### config.mk
export PLATFORM = sky130hd
export DESIGN_NAME = ram_arbiter
export DESIGN_NICKNAME = d
export VERILOG_FILES = /design/src/rtl/ram_arbiter.sv
export SDC_FILE = /design/constraint.sdc
export NUM_CORES = 1
export LEC_CHECK = 0
export CAP_MARGIN = 15
export CORE_MARGIN = 2
export CORE_UTILIZATION = 40
export CTS_BUF_LIST = sky130_fd_sc_hd__clkbuf_16
export CTS_CLUSTER_SIZE = 14
export DETAILED_ROUTE_END_ITERATION = 6
export HOLD_SLACK_MARGIN = 0.03
export PLACE_DENSITY = 0.87
export SYNTH_ARGS = -nofsm -noshare
export SYNTH_HDL_FRONTEND = slang
export SYNTH_SLANG_ARGS = --single-unit
### constraint.sdc
create_clock -name clk -period 3.3 [get_ports clk]
set_clock_uncertainty 0.15 [all_clocks]
set_input_delay 0.66 -clock clk [delete_from_list [all_inputs] [get_ports clk]]
set_output_delay 0.66 -clock clk [all_outputs]
set_load 0.01 [all_outputs]
### src/rtl/ram_arbiter.sv
// ram_arbiter: round-robin arbiter sharing one data RAM port between the CPU (port 0) and debug/loader (port 1)
//   clk, reset (async, active-high)
//   reqN_valid/ready/write/addr/wdata : request handshake per requester
//   rspN_valid/rdata                  : one-cycle completion pulse per requester
//   ram_address/write_enable/write_data, ram_data : RAM side
//   busy  : transaction in flight
//   owner : requester of current/last transaction
module ram_arbiter #(
    parameter int ADDR_W      = 10,
    parameter int DATA_W      = 32,
    parameter int RAM_LATENCY = 0
) (
    input  logic              clk,
    input  logic              reset,
    input  logic              req0_valid,
    output logic              req0_ready,
    input  logic              req0_write,
    input  logic [ADDR_W-1:0] req0_addr,
    input  logic [DATA_W-1:0] req0_wdata,
    input  logic              req1_valid,
    output logic              req1_ready,
    input  logic              req1_write,
    input  logic [ADDR_W-1:0] req1_addr,
    input  logic [DATA_W-1:0] req1_wdata,
    output logic              rsp0_valid,
    output logic [DATA_W-1:0] rsp0_rdata,
    output logic              rsp1_valid,
    output logic [DATA_W-1:0] rsp1_rdata,
    output logic [ADDR_W-1:0] ram_address,
    output logic              ram_write_enable,
    output logic [DATA_W-1:0] ram_write_data,
    input  logic [DATA_W-1:0] ram_data,
    output logic              busy,
    output logic              owner
);
    localparam int CNT_W = RAM_LATENCY > 1 ? $clog2(RAM_LATENCY + 1) : 1;
    typedef enum logic [1:0] {IDLE, ACCESS, WAIT, RESP} state_t;
    state_t state, state_nxt;
    logic last_grant, lat_write, winner, accept;
    logic [ADDR_W-1:0] lat_addr;
    logic [DATA_W-1:0] lat_wdata, rdata;
    logic [CNT_W-1:0] cnt;
    always_comb begin
        // A tie goes to whoever did not win last time.
        winner = (req0_valid && req1_valid) ? !last_grant : req1_valid;
        accept = state == IDLE && (req0_valid || req1_valid) && !reset;
        req0_ready = accept && !winner;
        req1_ready = accept && winner;
        state_nxt = IDLE;
        case (state)
            IDLE:    state_nxt = accept ? ACCESS : IDLE;
            ACCESS:  state_nxt = (lat_write || RAM_LATENCY == 0) ? RESP : WAIT;
            WAIT:    state_nxt = cnt == CNT_W'(1) ? RESP : WAIT;
            default: state_nxt = IDLE;
        endcase
        ram_address = (state == ACCESS || state == WAIT) ? lat_addr : '0;
        ram_write_enable = state == ACCESS && lat_write;
        ram_write_data = state == ACCESS ? lat_wdata : '0;
        rsp0_valid = state == RESP && !owner;
        rsp1_valid = state == RESP && owner;
        rsp0_rdata = rsp0_valid ? rdata : '0;
        rsp1_rdata = rsp1_valid ? rdata : '0;
        busy = state != IDLE;
    end
    always_ff @(posedge clk or posedge reset) begin
        if (reset) begin
            state <= IDLE;
            last_grant <= 1'b1;
            owner <= 1'b0;
            lat_write <= 1'b0;
            lat_addr <= '0;
            lat_wdata <= '0;
            rdata <= '0;
            cnt <= '0;
        end else begin
            state <= state_nxt;
            if (accept) begin
                lat_write <= winner ? req1_write : req0_write;
                lat_addr <= winner ? req1_addr : req0_addr;
                lat_wdata <= winner ? req1_wdata : req0_wdata;
                owner <= winner;
                last_grant <= winner;
            end
            if (state == ACCESS) begin
                cnt <= CNT_W'(RAM_LATENCY);
                // Stores respond with zero; zero-latency loads capture here.
                if (lat_write || RAM_LATENCY == 0)
                    rdata <= lat_write ? '0 : ram_data;
            end
            if (state == WAIT) begin
                cnt <= cnt - CNT_W'(1);
                if (cnt == CNT_W'(1))
                    rdata <= ram_data;
            end
        end
    end
endmodule

-- Word-level counts from Yosys, hierarchy flattened
Index checks and enable logic that the tools add are counted.
- register bits: 80
- bits of input ports: 122
- output and inout bits: 113
- reductions and logical operators: 17
- equal/unequal tests: 3
- mux-type cells: 17
- add/sub/neg operators: 1
- operators by type and width (operator ; number):
    $mux 32 ; 8
    $mux 10 ; 2
    $logic_and 1x1->1 ; 8
    $mux 1 ; 6
    $pmux 2 s3 ; 1
    $eq 2x2->1 const B ; 2
    $logic_not 1->1 ; 4
    $reduce_bool 2->1 ; 2
    $eq 2x1->1 const B ; 1
    $logic_not 2->1 ; 1
    $logic_or 1x1->1 ; 2
    $sub 1x1->1 const B ; 1

-- Logic depth before layout (Yosys ltp)
- depth in word-level cells: 5
- mapped depth: 8
- depth with buffers taken out: 5

-- Worst setup path before layout
OpenSTA, ideal clock, no wires.
- path kind: in2out
- from: input req0_valid
- to: output req1_ready
- buffers on the path: 2
- cell stages on the path: 4
- slack: 1.153 ns
- data required time: 2.490 ns
- arrival time: 1.337 ns
- cells stage by stage: and2_1 buf_2 buf_2 and3b_1
- word-level cells in the longest chain between the ends: 4
- elaborated cells between the ends (all ways): 6
- classes of those cells: mux (1); reduce/logical (5)
- RTL lines (element ; RTL line ; RTL):
    from (decl) ; 15 ; input logic req0_valid,
    $logic_or 1x1->1 ; 46 ; accept = state == IDLE && (req0_valid || req1_valid) && !reset;
    $logic_and 1x1->1 (2 in series) ; 46 ;
    $logic_and 1x1->1 * ; 48 ; req1_ready = accept && winner;
    to (decl) ; 21 ; output logic req1_ready,
Mark *: on every way between the ends. The rest lies on a longest branch, timed or not.

-- Final worst setup path
- from: input req1_valid
- to: output req1_ready
- word-level cells in the longest chain between the ends: 4
- elaborated cells between the ends (all ways): 6
- classes of those cells: mux (1); reduce/logical (5)
- RTL lines (element ; RTL line ; RTL):
    from (decl) ; 20 ; input logic req1_valid,
    $logic_or 1x1->1 ; 46 ;
    $logic_and 1x1->1 (2 in series) ; 46 ;
    $logic_and 1x1->1 * ; 48 ;
Marked as above.

==> flow_summary.toml <==
[synthesis]
synth_top_area_share_pct = 45.3
synth_cells = 440
post_synth_num_cell_types = 23
synth_edf_count = 0
yosys_warnings = 0
yosysSeqAreaShare_pct = 45.9
synthArstFlopShare_pct = 100
ys.flop_type = "dfrtp_1"
ys_ff_latch = 80
synth_area_sq_mm = 0.00436
synth_fp_nets = 566
syn_area_per_cell_sq_um = 9.91
yosys-top-cells-area = "dfrtp_1, and2_1, a221o_1, and4b_1, nand2_1"
yosysTopAreaCell = "dfrtp_1"

[placement]
pre_cts_slack_ns = 0.290
dp_hpwl_um = 9730
gp_congestion = 0.813
portBuffers = 234
dpl_cell_area_sq_mm = 0.00677

[timing]
min_period_ns = 3.04
worst_pin_slew_ns = 1.02
final.period_utilization_pct = 92.0
tns_ns = 0
slew_headroom_pct = 31.9
slew_violations = 0
setup-violations-final = 0
fin_ws_ns = 0.263
rsz0062_at_grt = "no"
fmax_mhz = 329
fin_hold_ws_ns = 0.357
hold_viol_final = 0

[detailed_routing]
initialDrtViolationCount = 258
detail_route.wl_per_cell_um = 16.9
dr.pass1.iters = 4
drc = 0
vias = 4240
drt-total-wl_um = 13400
via_per_inst = 5.33
ant_nets = 0

[critical_path]
crit_fanout = 12
critical_path.top_delay_family = "buffers and inverters"
slowest_stage = "clkdlybuf4s50_1"
critPathMostFrequentCell = "clkdlybuf4s50_1"
worstSetupPathType = "in2out"
worst-path-buf-inv = 2
cpPeakStageDelay_ns = 0.71
cp_data_arrival_time_ns = 2.23
cp.depth = 3
cp.required_ns = 2.49
path_cells = "clkdlybuf4s50_1 > and3b_1 > clkdlybuf4s50_1"
start_kind = "primary input"
ff2ff_path_depth = 7
cp-end-kind = "output port"

[floorplan]
die_y_um = 108
ios = 235
core_sq_mm = 0.0107
die_w_um = 108
dieArea_sq_mm = 0.0118
start_util_pct = 40.6
num_rows = 38

[clocking]
cts_max_level = 3
clk_latency_ns = 0.33
cts_root_buf = "clkbuf_16"
cts.reportedPaths.clkPinSlew_ns = 0.06
cts_resized = 0
numCtsBuffers = 9
postCtsSetupRepairBufs = 0
cts_buffer_depth = 2
cts_tree = "yes"
clock-sinks = 80
cts_hold_buf = 0

[power]
power_density_mw_per_mm2 = 717
p_sw_mw = 1.78
p_seq_share_pct = 34.1
peakVddDrop_uv = 362
fin_total_pwr_mw = 5.09
p_leak_nw = 3.17
power_frac_comb_pct = 44.8
p_int_mw = 3.31
clockPowerShare_pct = 21.1
switching_share_pct = 35.0

[grt]
grt-ovfl-total = 0
grt_use_total_pct = 22.6
grt_pass1_vias = 4049
grt_start_max_net_pins = 49
grt_pass1_wl_um = 20600
antenna_found_initial = 0

[job]
maxCapViolCount = 0

[final_layout]
n_antenna_cell = 0
layout-drive-gt1-share_pct = 5.34
fill_cells = 871
seqCellArea_sq_mm = 0.00200
multi_input_area_sq_mm = 0.00211
num-nets-final = 777
area_growth_pct = 62.7
mostFrequentLayoutCells = "clkdlybuf4s50_1, dfrtp_1, and2_1"
fin_area_sq_mm = 0.00710
mostFrequentLayoutCell = "clkdlybuf4s50_1"

[worst_hold_path]
hold_class = "reg2reg"
worstHoldPathCells = 1

[run_status]
status = "complete, no violations"
## final cells by class
type	count	share of cell area (%)
repair buffers	246	34.6
multi-input cells	309	29.8
flip-flops and latches	80	28.2
clock buffers	9	3.17
well taps	140	2.47
clock inverters	7	1.43
inverters	5	0.282
## worst register-to-register path, cell delays in order (launching register included)
cell	delay, ns
dfrtp_1	0.40
inv_1	0.09
ha_1	0.19
nor2b_4	0.26
buf_4	0.35
o21ai_4	0.18
buf_12	0.21
a221o_1	0.39
## metal layers
layer  track usage, %  wire length [um]  up-vias
li1                 -                 -     2001
met1             27.7              5390     2012
met2             38.5              6610      208
met3             5.79              1190       19
met4             7.97               241        0
met5                0                 0        -
## registers in the layout, summed over array words and instances (netlist names)
name        cells
lat_addr       10
cnt             1
last_grant      1
state           2
lat_write       1
lat_wdata      32
rdata          32
owner           1
## power groups by stage
| stage | Combinational [mW] | Sequential [mW] | Clock (mW) |
|---|---|---|---|
| 3_3_place_gp | 2.22 | 1.71 | 0 |
| 2_1_floorplan | 1.38 | 1.64 | 0 |
| 5_1_grt | 2.50 | 1.79 | 1.14 |
| 4_1_cts | 2.30 | 1.73 | 1.10 |
| 3_5_place_dp | 2.31 | 1.74 | 0 |
| 6_report | 2.28 | 1.74 | 1.08 |
## cell families after synthesis
family	share of synthesized area, %
flip-flops	45.9
AO/OA/AOI/OAI	14.9
adder cells (fa/ha/maj)	1.15
AND/OR/NAND/NOR	32.2
buffers and inverters	5.85
## cell usage after synthesis (3+ instances only)
| cell type | number |
|---|---|
| a21o_1 | 3 |
| and3_1 | 32 |
| inv_1 | 5 |
| and4b_1 | 43 |
| a221o_1 | 43 |
| buf_6 | 6 |
| and2_1 | 77 |
| dfrtp_1 | 79 |
| nand2_1 | 64 |
| clkbuf_1 | 25 |
| buf_2 | 15 |
| a21oi_1 | 34 |
| ha_1 | 4 |
## worst paths after layout
kind                         startpoint             to  slack, ns
setup / recovery             req1_valid     req1_ready       0.26
hold / removal             lat_wdata[6]   lat_wdata[6]       0.36
setup reg to reg               state[0]  lat_wdata[31]       0.97
hold reg to reg            lat_wdata[6]   lat_wdata[6]       0.36
max in group asynchronous         reset       state[1]       1.71
min in group asynchronous         reset  lat_wdata[15]       0.65
## metrics by stage
stage                     std cells  util (%)
after floorplan                 440         -
after global placement          780      63.0
after detailed placement        780      63.0
after CTS                       796      66.0
after global routing            796      66.0
final                           796      66.0
Note: power is estimated with default switching activity, not from simulation.
